[src/rtl/lcd_timing_gen.sv]
// lcd_timing_gen: LCD hs/vs/de timing generator with a one-clk pixel request pipeline; define LCD_TEST_PATTERN_EN for colour-bar test pattern
module lcd_timing_gen #(
  parameter int H_SYNC  = 128,
  parameter int H_BACK  = 88,
  parameter int H_DISP  = 800,
  parameter int H_FRONT = 40,
  parameter int V_SYNC  = 2,
  parameter int V_BACK  = 33,
  parameter int V_DISP  = 480,
  parameter int V_FRONT = 10
) (
  input  logic        clk,
  input  logic        rst,
  input  logic        en,
  input  logic        test_mode,
  input  logic [23:0] pixel_data,
  output logic [10:0] pixel_xpos,
  output logic [10:0] pixel_ypos,
  output logic        lcd_hs,
  output logic        lcd_vs,
  output logic        lcd_de,
  output logic [23:0] lcd_rgb,
  output logic        frame_start
);
  localparam logic [10:0] H_MAX = 11'(H_SYNC + H_BACK + H_DISP + H_FRONT - 1);
  localparam logic [10:0] H_HS  = 11'(H_SYNC);
  localparam logic [10:0] H_DE0 = 11'(H_SYNC + H_BACK);
  localparam logic [10:0] H_DE1 = 11'(H_SYNC + H_BACK + H_DISP);
  localparam logic [10:0] H_RQ0 = H_DE0 - 11'd1;
  localparam logic [10:0] H_RQ1 = H_DE1 - 11'd1;
  localparam logic [10:0] X_OFF = H_DE0 - 11'd2;
  localparam logic [10:0] V_MAX = 11'(V_SYNC + V_BACK + V_DISP + V_FRONT - 1);
  localparam logic [10:0] V_VS  = 11'(V_SYNC);
  localparam logic [10:0] V_DE0 = 11'(V_SYNC + V_BACK);
  localparam logic [10:0] V_DE1 = 11'(V_SYNC + V_BACK + V_DISP);
  localparam logic [10:0] Y_OFF = V_DE0 - 11'd1;
`ifdef LCD_TEST_PATTERN_EN
  localparam logic [10:0] BAR_W = 11'(H_DISP / 8);
  localparam logic [23:0] BARS [8] = '{24'hFFFFFF, 24'hFFFF00, 24'h00FFFF, 24'h00FF00,
                                       24'hFF00FF, 24'hFF0000, 24'h0000FF, 24'h000000};
`else
  logic unused_test_mode;
  assign unused_test_mode = test_mode;
`endif
  logic        run_q, run_d;
  logic [10:0] h_q, h_d, v_q, v_d;
  logic        h_wrap, v_act;
  // next counters: held at 0 while disabled and on the first enabled clk, then advance
  always_comb begin
    h_wrap = h_q == H_MAX;
    run_d  = en;
    h_d    = (!en || !run_q || h_wrap) ? 11'd0 : h_q + 11'd1;
    v_d    = (!en || !run_q) ? 11'd0 : !h_wrap ? v_q : (v_q == V_MAX) ? 11'd0 : v_q + 11'd1;
  end
  // counter and run registers; rst wins over en
  always_ff @(posedge clk) begin
    if (rst) begin
      run_q <= 1'b0;
      h_q   <= 11'd0;
      v_q   <= 11'd0;
    end else begin
      run_q <= run_d;
      h_q   <= h_d;
      v_q   <= v_d;
    end
  end
  // outputs decoded from registered state only; pixel_data reaches lcd_rgb alone
  always_comb begin
    v_act       = run_q && v_q >= V_DE0 && v_q < V_DE1;
    lcd_hs      = !(run_q && h_q < H_HS);
    lcd_vs      = !(run_q && v_q < V_VS);
    lcd_de      = v_act && h_q >= H_DE0 && h_q < H_DE1;
    pixel_xpos  = (v_act && h_q >= H_RQ0 && h_q < H_RQ1) ? h_q - X_OFF : 11'd0;
    pixel_ypos  = v_act ? v_q - Y_OFF : 11'd0;
    frame_start = run_q && h_q == 11'd0 && v_q == 11'd0;
`ifdef LCD_TEST_PATTERN_EN
    lcd_rgb     = !lcd_de ? 24'h0 : test_mode ? BARS[3'((h_q - H_DE0) / BAR_W)] : pixel_data;
`else
    lcd_rgb     = lcd_de ? pixel_data : 24'h0;
`endif
  end
endmodule

[config.mk]
export PLATFORM = sky130hd
export DESIGN_NAME = lcd_timing_gen
export DESIGN_NICKNAME = d
export VERILOG_FILES = /design/src/rtl/lcd_timing_gen.sv
export SDC_FILE = /design/constraint.sdc
export NUM_CORES = 1
export LEC_CHECK = 0
export BUFFER_PORTS_ARGS = -buffer_cell sky130_fd_sc_hd__clkbuf_2
export CAP_MARGIN = 10
export CELL_PAD_IN_SITES_DETAIL_PLACEMENT = 0
export CELL_PAD_IN_SITES_GLOBAL_PLACEMENT = 1
export CORE_MARGIN = 3
export CORE_UTILIZATION = 37
export CTS_CLUSTER_SIZE = 14
export DETAILED_ROUTE_END_ITERATION = 10
export PLACE_DENSITY_LB_ADDON = 0.3
export RECOVER_POWER = 50
export SLEW_MARGIN = 20
export SYNTH_ARGS = -nofsm -noshare
export SYNTH_HDL_FRONTEND = slang
export SYNTH_SLANG_ARGS = --single-unit
[constraint.sdc]
create_clock -name clk -period 5.53 [get_ports clk]
set_input_delay 1.106 -clock clk [delete_from_list [all_inputs] [get_ports clk]]
set_output_delay 1.106 -clock clk [all_outputs]
set_load 0.005 [all_outputs]
==> report_table.html, run 1 <==
<table>
<tr><th>Metric</th><th>Value</th></tr>
<tr><th colspan="2">Setup path</th></tr>
<tr><td>Cell Chain, Critical Path</td><td>inv_1 -&gt; ha_1 -&gt; a2111oi_0 -&gt; nor4_1 -&gt; o22ai_4 -&gt; buf_4 -&gt; nor3b_1 -&gt; clkbuf_2</td></tr>
<tr><td>Reg-to-reg endpoint</td><td>v_q[4]</td></tr>
<tr><td>Worst Setup Path Type</td><td>reg -&gt; out</td></tr>
<tr><td>R2R setup slack</td><td>about 3300 ps</td></tr>
<tr><td>CP startpoint kind</td><td>flip-flop</td></tr>
<tr><td>Slowest-stage cell, CP</td><td>o22ai_4</td></tr>
<tr><td>Critical path data arrival time</td><td>3080 ps</td></tr>
<tr><td>Worst setup path startpoint</td><td>v_q[2]</td></tr>
<tr><td>Crit path capture type</td><td>output port</td></tr>
<tr><td>CP Max Fanout</td><td>27</td></tr>
<tr><td>Reg2reg path depth</td><td>5</td></tr>
<tr><td>R2r startpoint</td><td>h_q[1]</td></tr>
<tr><td>Critical Path RT</td><td>4420 ps</td></tr>
<tr><td>Critical Path Max Stage Delay</td><td>600 ps</td></tr>
<tr><th colspan="2">Floorplan</th></tr>
<tr><td>Die width</td><td>79.4 µm</td></tr>
<tr><td>Std-Cell Rows</td><td>26</td></tr>
<tr><td>Core Box Area</td><td>5140 µm²</td></tr>
<tr><td>Count of pins on the block boundary</td><td>78</td></tr>
<tr><td>Floorplan die area</td><td>6300 µm²</td></tr>
<tr><td>Die outline height</td><td>79.4 µm</td></tr>
<tr><td>Initial core utilization</td><td>0.387</td></tr>
<tr><th colspan="2">Clock network</th></tr>
<tr><td>Number of post-CTS setup repair buffers</td><td>0</td></tr>
<tr><td>PostCTS Resize Cnt</td><td>0</td></tr>
<tr><td>H-tree level count</td><td>1</td></tr>
<tr><td>Clock sink count</td><td>23</td></tr>
<tr><td>Number of buffers inserted for hold repair after clock tree synthesis</td><td>0</td></tr>
<tr><td>Insertion delay of the later-clocked pin in the worst-skew pair</td><td>between 200 and 300 ps</td></tr>
<tr><td>Master cell of the clock root buffer</td><td>clkbuf_8</td></tr>
<tr><td>Clock-pin slew of the registers on the worst-case setup and hold paths</td><td>roughly 80 ps</td></tr>
<tr><td>Clock tree from TritonCTS</td><td>done</td></tr>
<tr><td>Number of buffers added by the clock tree synthesis step</td><td>3</td></tr>
<tr><td>Maximum buffer depth of the clock tree</td><td>2</td></tr>
<tr><th colspan="2">Timing</th></tr>
<tr><td>Final worst-path cycle share</td><td>0.758</td></tr>
<tr><td>Fin Setup TNS</td><td>0 ps</td></tr>
<tr><td>Max Clock Freq</td><td>0.239 GHz</td></tr>
<tr><td>Max-slew violation total from the final report</td><td>0</td></tr>
<tr><td>Setup repair after global routing missed its margin</td><td>no</td></tr>
<tr><td>Setup violation total in the final timing report</td><td>0</td></tr>
<tr><td>Slew margin rel.</td><td>0.492</td></tr>
<tr><td>Slew @ Worst Pin</td><td>~760 ps</td></tr>
<tr><td>Clock Skews</td><td>5.47 ps</td></tr>
<tr><td>Final critical delay including setup and external delays</td><td>4190 ps</td></tr>
<tr><td>Final-report hold violation count</td><td>0</td></tr>
<tr><th colspan="2">Hold path</th></tr>
<tr><td>Class of the tightest hold or removal check</td><td>reg -&gt; reg</td></tr>
<tr><td>Worst hold path endpoint</td><td>h_q[0]</td></tr>
<tr><td>Hold-critical path depth</td><td>1</td></tr>
<tr><td>Beginning of the worst hold path</td><td>h_q[0]</td></tr>
<tr><th colspan="2">Global route</th></tr>
<tr><td>Largest net degree at the start of global routing</td><td>28</td></tr>
<tr><td>Total grt overflow</td><td>0</td></tr>
<tr><td>First-pass GRT wire length</td><td>8470 µm</td></tr>
<tr><td>Vias in the first global route</td><td>1752</td></tr>
<tr><td>Antenna violations before repair</td><td>0</td></tr>
<tr><td>Aggregate global-route resource usage</td><td>0.165</td></tr>
<tr><th colspan="2">Route</th></tr>
<tr><td>Length of the first detailed-routing pass in iterations</td><td>4</td></tr>
<tr><td>Number of DRC violations after detailed-routing iteration 0</td><td>157</td></tr>
<tr><td>Routed via count divided by cell count</td><td>approximately 5.3</td></tr>
<tr><td>Antenna Violating Nets Remaining</td><td>0</td></tr>
<tr><td>DRC violation count after routing</td><td>0</td></tr>
<tr><td>Total detailed-routing wirelength</td><td>roughly 5300 µm</td></tr>
<tr><td>Post-DR wirelength/cell</td><td>13.7 µm</td></tr>
<tr><td>Via total after detailed routing</td><td>between 2000 and 2500</td></tr>
<tr><th colspan="2">Synth</th></tr>
<tr><td>Post-synth design cell area</td><td>1990 µm²</td></tr>
<tr><td>Syn Nets</td><td>a little under 300</td></tr>
<tr><td>Count of different cell masters after synthesis</td><td>47</td></tr>
<tr><td>Most common flop cell mapped by yosys</td><td>dfxtp_1</td></tr>
<tr><td>Count of synthesis-stage warnings from yosys</td><td>0</td></tr>
<tr><td>Register bit total from synthesis</td><td>23</td></tr>
<tr><td>Syn Area/Cell</td><td>7.63 µm²</td></tr>
<tr><td>Async SR Flop Fraction</td><td>0</td></tr>
<tr><td>Sequential share of the synthesized area</td><td>0.231</td></tr>
<tr><td>Number of standard cells after synthesis</td><td>261</td></tr>
<tr><td>Number of flops mapped to enable cells by yosys</td><td>0</td></tr>
<tr><th colspan="2">Pwr</th></tr>
<tr><td>Largest vdd supply drop</td><td>0.000129 V</td></tr>
<tr><td>Cell area power density</td><td>121 nW/µm²</td></tr>
<tr><td>Leakage power</td><td>0.888 nW</td></tr>
<tr><td>Tot Pwr</td><td>~0.29 mW</td></tr>
<tr><th colspan="2">Placement</th></tr>
<tr><td>Total of buffers placed on input and output ports</td><td>76</td></tr>
<tr><td>Post-placement cell count</td><td>between 300 and 400</td></tr>
<tr><td>DP HPWL</td><td>between 4000 and 5000 µm</td></tr>
<tr><td>Gpl congestion</td><td>0.829</td></tr>
<tr><th colspan="2">Layout</th></tr>
<tr><td>Diode count</td><td>0</td></tr>
<tr><td>Fraction of final layout cells with drive strength greater than 1</td><td>0.245</td></tr>
<tr><td>Net count of the finished layout</td><td>356</td></tr>
<tr><td>Non-filler cells in the finished layout</td><td>roughly 390</td></tr>
<tr><td>Syn-to-layout area delta</td><td>19.5%</td></tr>
<tr><th colspan="2">Run</th></tr>
<tr><td>Number of max-cap violations</td><td>0</td></tr>
<tr><th colspan="2">Status</th></tr>
<tr><td>Run status</td><td>completed</td></tr>
</table>
-- placed cells by master (no fill, tap or decap), drive strengths merged, types with 2 or more instances in the layout --
| cell | instances |
|---|---|
| and2 | 3 |
| nand4 | 7 |
| xnor2 | 14 |
| xor2 | 8 |
| nor2 | 30 |
| or4 | 3 |
| ha | 8 |
| a21oi | 13 |
| nand2 | 14 |
| nor4b | 5 |
| nand3 | 11 |
| and4 | 5 |
| nor3 | 13 |
| o22ai | 2 |
| nor3b | 25 |
| o31ai | 2 |
| a2111oi | 3 |
| o21ai | 10 |
| or3 | 6 |
| nand2b | 3 |
| dfxtp | 23 |
| o21a | 2 |
| and3 | 4 |
| inv | 7 |
| clkbuf | 80 |
| nor4 | 3 |
-- cell usage after synthesis (2+ instances only) --
master,instances,share of area
a2111oi_0,2,0.0088
and4_1,5,0.022
buf_2,7,0.018
and3_1,4,0.013
or4_1,3,0.011
and2_1,2,0.0063
nand4_1,7,0.022
nand2b_1,3,0.0094
inv_1,7,0.013
clkbuf_1,10,0.019
dfxtp_1,23,0.23
a21oi_1,13,0.033
xor2_1,8,0.035
ha_1,8,0.050
nor4_1,3,0.0094
nor3b_1,25,0.094
o21ai_0,10,0.025
nand2_1,14,0.026
o21a_1,2,0.0075
xnor2_1,14,0.062
nor4b_1,4,0.018
nor3_1,13,0.033
or3_1,6,0.019
o31ai_1,2,0.0075
nor2_1,30,0.057
nand3_1,11,0.028
buf_6,5,0.028
-- how the worst max path moves through the flow --
| stage | endpoint | slack, ps | depth (start not counted) |
|---|---|---|---|
| floorplan | lcd_rgb[13] | 2310 | 9 |
| global placement | lcd_rgb[3] | 1600 | 8 |
| detailed placement | lcd_rgb[3] | 1640 | 8 |
| CTS | lcd_rgb[3] | 1340 | 8 |
| global route | lcd_rgb[3] | 1060 | 8 |
| finish | lcd_rgb[13] | 1340 | 8 |
-- layout make-up --
type / instances / area (µm²)
Clock buffer: 4 / 45.0
Fill cell: 551 / 2760
Inverter: 7 / 26.3
Multi-Input combinational cell: 208 / 1380
Sequential cell: 23 / 460
Tap cell: 70 / 87.6
Timing Repair Buffer: 77 / 380
-- power by group --
group	leakage (nW)	switching [mW]	internal [mW]
sequential	0.186	0.000924	0.166
clock	0.0228	0.0534	0.0514
combinational	0.680	0.00558	0.0107
total	0.888	0.0599	0.228
-- layer usage --
| layer | share of wire | wire length (µm) | GRT usage |
|---|---|---|---|
| met1 | 0.48 | 2540 | 0.227 |
| met2 | 0.42 | 2260 | 0.262 |
| met5 | 0 | 0 | 0 |
| met3 | 0.092 | 492 | 0.0374 |
| met4 | 0.0095 | 51 | 0.0361 |
-- cell families (layout without fill, tap and decap cells) --
logic type | Yosys count | in the layout | synth area share
AOI/OAI and AO/OA | 40 | 40 | 0.131
DFF | 23 | 23 | 0.231
and+or+nand+nor | 138 | 138 | 0.411
adders and majority gates | 8 | 8 | 0.0503
xor gates and xnor gates | 22 | 22 | 0.0968
buffers and inverters | 30 | 88 | 0.0798
-- through the flow --
stage / hold WS [ps] / worst slack, ps / util / cell area (µm²)
finish: 497 / 1340 / 0.463 / 2380
global route: 534 / 1060 / 0.463 / 2380
CTS: 504 / 1340 / 0.464 / 2390
detailed placement: 485 / 1640 / 0.455 / 2340
global placement: 476 / 1600 / 0.455 / 2340
floorplan: 444 / 2310 / - / 1990
-- flip-flops by register name, indices dropped and copies added, names as in the netlist --
| register | cells |
|---|---|
| h_q | 11 |
| run_q | 1 |
| v_q | 11 |
-- worst max-delay path: cells and delay by family, from the launching register on --
| kind | cells | cell delay [ps] |
|---|---|---|
| adder cells (fa/ha/maj) | 1 | 210 |
| AO/OA/AOI/OAI | 2 | 1160 |
| AND/OR/NAND/NOR | 2 | 270 |
| buffers and inverters | 3 | 670 |
| flip-flops | 1 | 510 |
(Power assumes the default switching activity.)
==> inputs of run 2 (changes only) <==
ABC_AREA = 1   (was default)
CORE_UTILIZATION = 31   (was 37)
clock period = 3.65 ns   (was 5.53 ns; I/O delays follow)
==> run 2 against run 1 <==
Compared with the run above: non-clock buffer count shrank 1; combinational power grew 120%; final cell count grew 40%; critical path depth grew 2; setup slack lost 730 ps; clock-buffer cell count shrank 1; global-route usage shrank 2.6 points; critical path type unchanged; highest routed layer unchanged.
==> report_table.html, run 2 <==
<table>
<tr><th>Metric</th><th>Value</th></tr>
<tr><th colspan="2">Status</th></tr>
<tr><td>Run status</td><td>completed</td></tr>
<tr><th colspan="2">Pwr</th></tr>
<tr><td>Total net switching power</td><td>0.118 mW (+96%)</td></tr>
<tr><td>Pint</td><td>0.345 mW (+51%)</td></tr>
<tr><td>Part of the total power dissipated in sequential elements</td><td>0.547 (-0.033)</td></tr>
<tr><td>Cell area power density</td><td>166 nW/µm² (+37%)</td></tr>
<tr><td>Tot Pwr</td><td>0.463 mW (+61%)</td></tr>
<tr><td>Relative contribution of the clock network to total power</td><td>0.376 (+0.012)</td></tr>
<tr><td>Leakage power</td><td>1.49 nW (+68%)</td></tr>
<tr><td>Largest vdd supply drop</td><td>0.000133 V (+2.4%)</td></tr>
<tr><td>Part of the total power dissipated in combinational logic</td><td>0.077 (+0.020)</td></tr>
<tr><td>Switching share of power</td><td>0.254 (+0.0464)</td></tr>
<tr><th colspan="2">Global route</th></tr>
<tr><td>Aggregate global-route resource usage</td><td>0.139 (-0.0261)</td></tr>
<tr><td>Antenna violations before repair</td><td>0 (unchanged)</td></tr>
<tr><td>Largest net degree at the start of global routing</td><td>26 (-7.1%)</td></tr>
<tr><td>First-pass GRT wire length</td><td>10000 µm (+18%)</td></tr>
<tr><td>Vias in the first global route</td><td>2124 (+21%)</td></tr>
<tr><td>Total grt overflow</td><td>0 (unchanged)</td></tr>
<tr><th colspan="2">Floorplan</th></tr>
<tr><td>Core Box Area</td><td>7330 µm² (+43%)</td></tr>
<tr><td>Die outline height</td><td>93.6 µm (+18%)</td></tr>
<tr><td>Floorplan die area</td><td>8760 µm² (+39%)</td></tr>
<tr><td>Die width</td><td>93.6 µm (+18%)</td></tr>
<tr><td>Initial core utilization</td><td>0.324 (-0.0628)</td></tr>
<tr><td>Std-Cell Rows</td><td>31 (+19%)</td></tr>
<tr><td>Count of pins on the block boundary</td><td>78 (unchanged)</td></tr>
<tr><th colspan="2">Synth</th></tr>
<tr><td>Count of different cell masters after synthesis</td><td>29 (-38%)</td></tr>
<tr><td>Number of standard cells after synthesis</td><td>376 (+44%)</td></tr>
<tr><td>Most common flop cell mapped by yosys</td><td>dfxtp_1</td></tr>
<tr><td>Post-synth top cells</td><td>68 x nor2_1, 66 x nand2_1, 59 x inv_1</td></tr>
<tr><td>Count of synthesis-stage warnings from yosys</td><td>0 (unchanged)</td></tr>
<tr><td>Post-synth design cell area</td><td>2380 µm² (+19%)</td></tr>
<tr><td>Syn Area/Cell</td><td>6.33 µm² (-17%)</td></tr>
<tr><td>Top cell type's share of synthesized area</td><td>0.194 (-0.0377)</td></tr>
<tr><td>Simple-gate share of the synthesized area</td><td>0.480 (+0.0692)</td></tr>
<tr><td>Most frequent cell after synthesis</td><td>nor2_1</td></tr>
<tr><td>Xor and xnor area share after synthesis</td><td>0.0736 (-0.0231)</td></tr>
<tr><td>Synth area leaders</td><td>dfxtp_1 19%, nor2_1 11%, nand2_1 10%, nor2_4 10%, inv_1 9.3%</td></tr>
<tr><td>Multiplexer share of the synthesized area</td><td>0 (unchanged)</td></tr>
<tr><td>Cell type with the largest total area after synthesis</td><td>dfxtp_1</td></tr>
<tr><td>Register bit total from synthesis</td><td>23 (unchanged)</td></tr>
<tr><td>Sequential share of the synthesized area</td><td>0.194 (-0.0377)</td></tr>
<tr><td>Compound-Gate Fraction of Synth Area</td><td>0.0484 (-0.0823)</td></tr>
<tr><td>Number of flops mapped to enable cells by yosys</td><td>0 (unchanged)</td></tr>
<tr><td>Syn Nets</td><td>412 (+39%)</td></tr>
<tr><td>Adder and majority gate portion of the synthesized area</td><td>0.0421 (-0.00820)</td></tr>
<tr><td>Largest family of logic cells by synthesized area</td><td>simple AND/OR/NAND/NOR gates</td></tr>
<tr><td>Async SR Flop Fraction</td><td>0 (unchanged)</td></tr>
<tr><th colspan="2">Setup path</th></tr>
<tr><td>Critical Path RT</td><td>2920 ps (-1500 ps)</td></tr>
<tr><td>Crit path capture type</td><td>output port</td></tr>
<tr><td>Slowest-stage cell, CP</td><td>nand3_1</td></tr>
<tr><td>CP startpoint kind</td><td>flip-flop</td></tr>
<tr><td>Cell Chain, Critical Path</td><td>inv_1 -&gt; ha_1 -&gt; nand2_1 -&gt; a21oi_1 -&gt; nand2_1 -&gt; nand3_1 -&gt; nor2_4 -&gt; nand3_1 -&gt; nor2_1 -&gt; clkbuf_2</td></tr>
<tr><td>Critical path data arrival time</td><td>2310 ps (-770 ps)</td></tr>
<tr><td>CP Max Fanout</td><td>11 (-59%)</td></tr>
<tr><td>Worst Setup Path Type</td><td>reg -&gt; out</td></tr>
<tr><td>Critical Path Max Stage Delay</td><td>460 ps (-140 ps)</td></tr>
<tr><th colspan="2">Timing</th></tr>
<tr><td>Slew margin rel.</td><td>0.557 (+0.0654)</td></tr>
<tr><td>Setup repair after global routing missed its margin</td><td>no</td></tr>
<tr><td>Max-slew violation total from the final report</td><td>0 (unchanged)</td></tr>
<tr><td>Final-report hold violation count</td><td>0 (unchanged)</td></tr>
<tr><td>Final critical delay including setup and external delays</td><td>3040 ps</td></tr>
<tr><td>Setup ws final</td><td>612 ps (-728 ps)</td></tr>
<tr><td>Max Clock Freq</td><td>0.329 GHz</td></tr>
<tr><td>Final worst-path cycle share</td><td>0.832</td></tr>
<tr><td>Clock Skews</td><td>11.5 ps (+6.04 ps)</td></tr>
<tr><td>Slew @ Worst Pin</td><td>662 ps (-98.1 ps)</td></tr>
<tr><td>Post-Route Hold Slack</td><td>522 ps (+25.7 ps)</td></tr>
<tr><td>Fin Setup TNS</td><td>0 ps (unchanged)</td></tr>
<tr><td>Setup violation total in the final timing report</td><td>0 (unchanged)</td></tr>
<tr><th colspan="2">Clock network</th></tr>
<tr><td>H-tree level count</td><td>1 (unchanged)</td></tr>
<tr><td>Clock tree from TritonCTS</td><td>done</td></tr>
<tr><td>Number of post-CTS setup repair buffers</td><td>0 (unchanged)</td></tr>
<tr><td>Clock-pin slew of the registers on the worst-case setup and hold paths</td><td>100 ps (+20 ps)</td></tr>
<tr><td>Master cell of the clock root buffer</td><td>clkbuf_8</td></tr>
<tr><td>Insertion delay of the later-clocked pin in the worst-skew pair</td><td>280 ps (+20 ps)</td></tr>
<tr><td>Number of buffers inserted for hold repair after clock tree synthesis</td><td>0 (unchanged)</td></tr>
<tr><td>Number of buffers added by the clock tree synthesis step</td><td>3 (unchanged)</td></tr>
<tr><td>Clock sink count</td><td>23 (unchanged)</td></tr>
<tr><td>Maximum buffer depth of the clock tree</td><td>2 (unchanged)</td></tr>
<tr><td>PostCTS Resize Cnt</td><td>0 (unchanged)</td></tr>
<tr><th colspan="2">Route</th></tr>
<tr><td>DRC violation count after routing</td><td>0 (unchanged)</td></tr>
<tr><td>Length of the first detailed-routing pass in iterations</td><td>4 (unchanged)</td></tr>
<tr><td>Number of DRC violations after detailed-routing iteration 0</td><td>95 (-39%)</td></tr>
<tr><td>Routed via count divided by cell count</td><td>4.36 (-18%)</td></tr>
<tr><td>Antenna Violating Nets Remaining</td><td>0 (unchanged)</td></tr>
<tr><td>Post-DR wirelength/cell</td><td>11.3 µm (-18%)</td></tr>
<tr><td>Via total after detailed routing</td><td>2367 (+15%)</td></tr>
<tr><td>Total detailed-routing wirelength</td><td>6120 µm (+15%)</td></tr>
<tr><th colspan="2">Layout</th></tr>
<tr><td>Commonest cells after routing, fill and taps aside</td><td>74 x clkbuf_2, 69 x nor2_1, 68 x nand2_1, 61 x inv_1, 23 x dfxtp_1</td></tr>
<tr><td>Syn-to-layout area delta</td><td>17.4%</td></tr>
<tr><td>Final core area utilization</td><td>0.381 (-0.0818)</td></tr>
<tr><td>Storage cell area</td><td>460 µm² (unchanged)</td></tr>
<tr><td>Most frequent standard cell in the layout excluding fill and tap cells</td><td>clkbuf_2</td></tr>
<tr><td>Fraction of final layout cells with drive strength greater than 1</td><td>0.293 (+0.0483)</td></tr>
<tr><td>Count of fill cells added during filler insertion</td><td>826 (+50%)</td></tr>
<tr><td>Area taken by multi-input logic gates</td><td>1520 µm² (+9.9%)</td></tr>
<tr><td>Non-filler cells in the finished layout</td><td>543 (+40%)</td></tr>
<tr><td>Diode count</td><td>0 (unchanged)</td></tr>
<tr><td>Registers with the most flip-flops</td><td>h_q x11, v_q x11, run_q x1</td></tr>
<tr><td>Final standard cell area without fillers</td><td>2790 µm² (+17%)</td></tr>
<tr><td>Net count of the finished layout</td><td>481 (+35%)</td></tr>
<tr><th colspan="2">Run</th></tr>
<tr><td>Number of max-cap violations</td><td>0 (unchanged)</td></tr>
<tr><th colspan="2">Placement</th></tr>
<tr><td>Post-placement cell count</td><td>539 (+40%)</td></tr>
<tr><td>Worst slack, placed</td><td>977 ps (-661 ps)</td></tr>
<tr><td>Gpl congestion</td><td>0.859 (+3.6%)</td></tr>
<tr><td>Post-DP Area</td><td>2760 µm² (+18%)</td></tr>
<tr><td>Total of buffers placed on input and output ports</td><td>76 (unchanged)</td></tr>
<tr><td>DP HPWL</td><td>5020 µm (+24%)</td></tr>
<tr><th colspan="2">Hold path</th></tr>
<tr><td>Class of the tightest hold or removal check</td><td>reg -&gt; reg</td></tr>
</table>
## run 2: power by group through the flow
| stage | combinational [mW] | sequential [mW] | clock (mW) |
|---|---|---|---|
| CTS | 0.0364 | 0.253 | 0.182 |
| global placement | 0.0356 | 0.259 | 0 |
| global route | 0.0401 | 0.253 | 0.186 |
| floorplan | 0.0184 | 0.258 | 0 |
| finish | 0.0356 | 0.253 | 0.174 |
| detailed placement | 0.0361 | 0.259 | 0 |
## run 2: cell families (layout without fill, tap and decap cells)
group	Yosys count	in the layout
compound gates	21	21
xor+xnor	20	20
fa+ha+maj	8	8
buf+inv	83	151
flops	23	23
simple gates	221	221
## run 2: layout make-up
class | instances | share of cell area
Clock inverter | 1 | 0.00269
Timing Repair Buffer | 76 | 0.135
Inverter | 71 | 0.0954
Multi-Input combinational cell | 270 | 0.543
Tap cell | 99 | 0.0444
Clock buffer | 3 | 0.0148
Sequential cell | 23 | 0.165
## run 2: path summary, 6_finish.rpt
| path | start | to | slack (ps) | depth (start not counted) |
|---|---|---|---|---|
| max | v_q[2] | pixel_xpos[10] | 610 | 10 |
| min | h_q[0] | h_q[0] | 520 | 1 |
| max reg2reg | h_q[0] | h_q[9] | 1520 | 9 |
| min reg2reg | h_q[0] | h_q[0] | 520 | 1 |
## run 2: critical path: cells and delay by family, from the launching register on
| family | cells | cell delay (ps) |
|---|---|---|
| compound gates | 1 | 70 |
| simple gates | 6 | 1080 |
| fa+ha+maj | 1 | 200 |
| flops | 1 | 390 |
| buf+inv | 2 | 280 |
## run 2: layer usage
metal / vias to the layer above / routed length, µm / global-route usage
li1: 1267 / - / -
met1: 1008 / 3030 / 0.198
met2: 87 / 2530 / 0.220
met3: 5 / 518 / 0.0249
met4: 0 / 45 / 0.0253
met5: - / 0 / 0
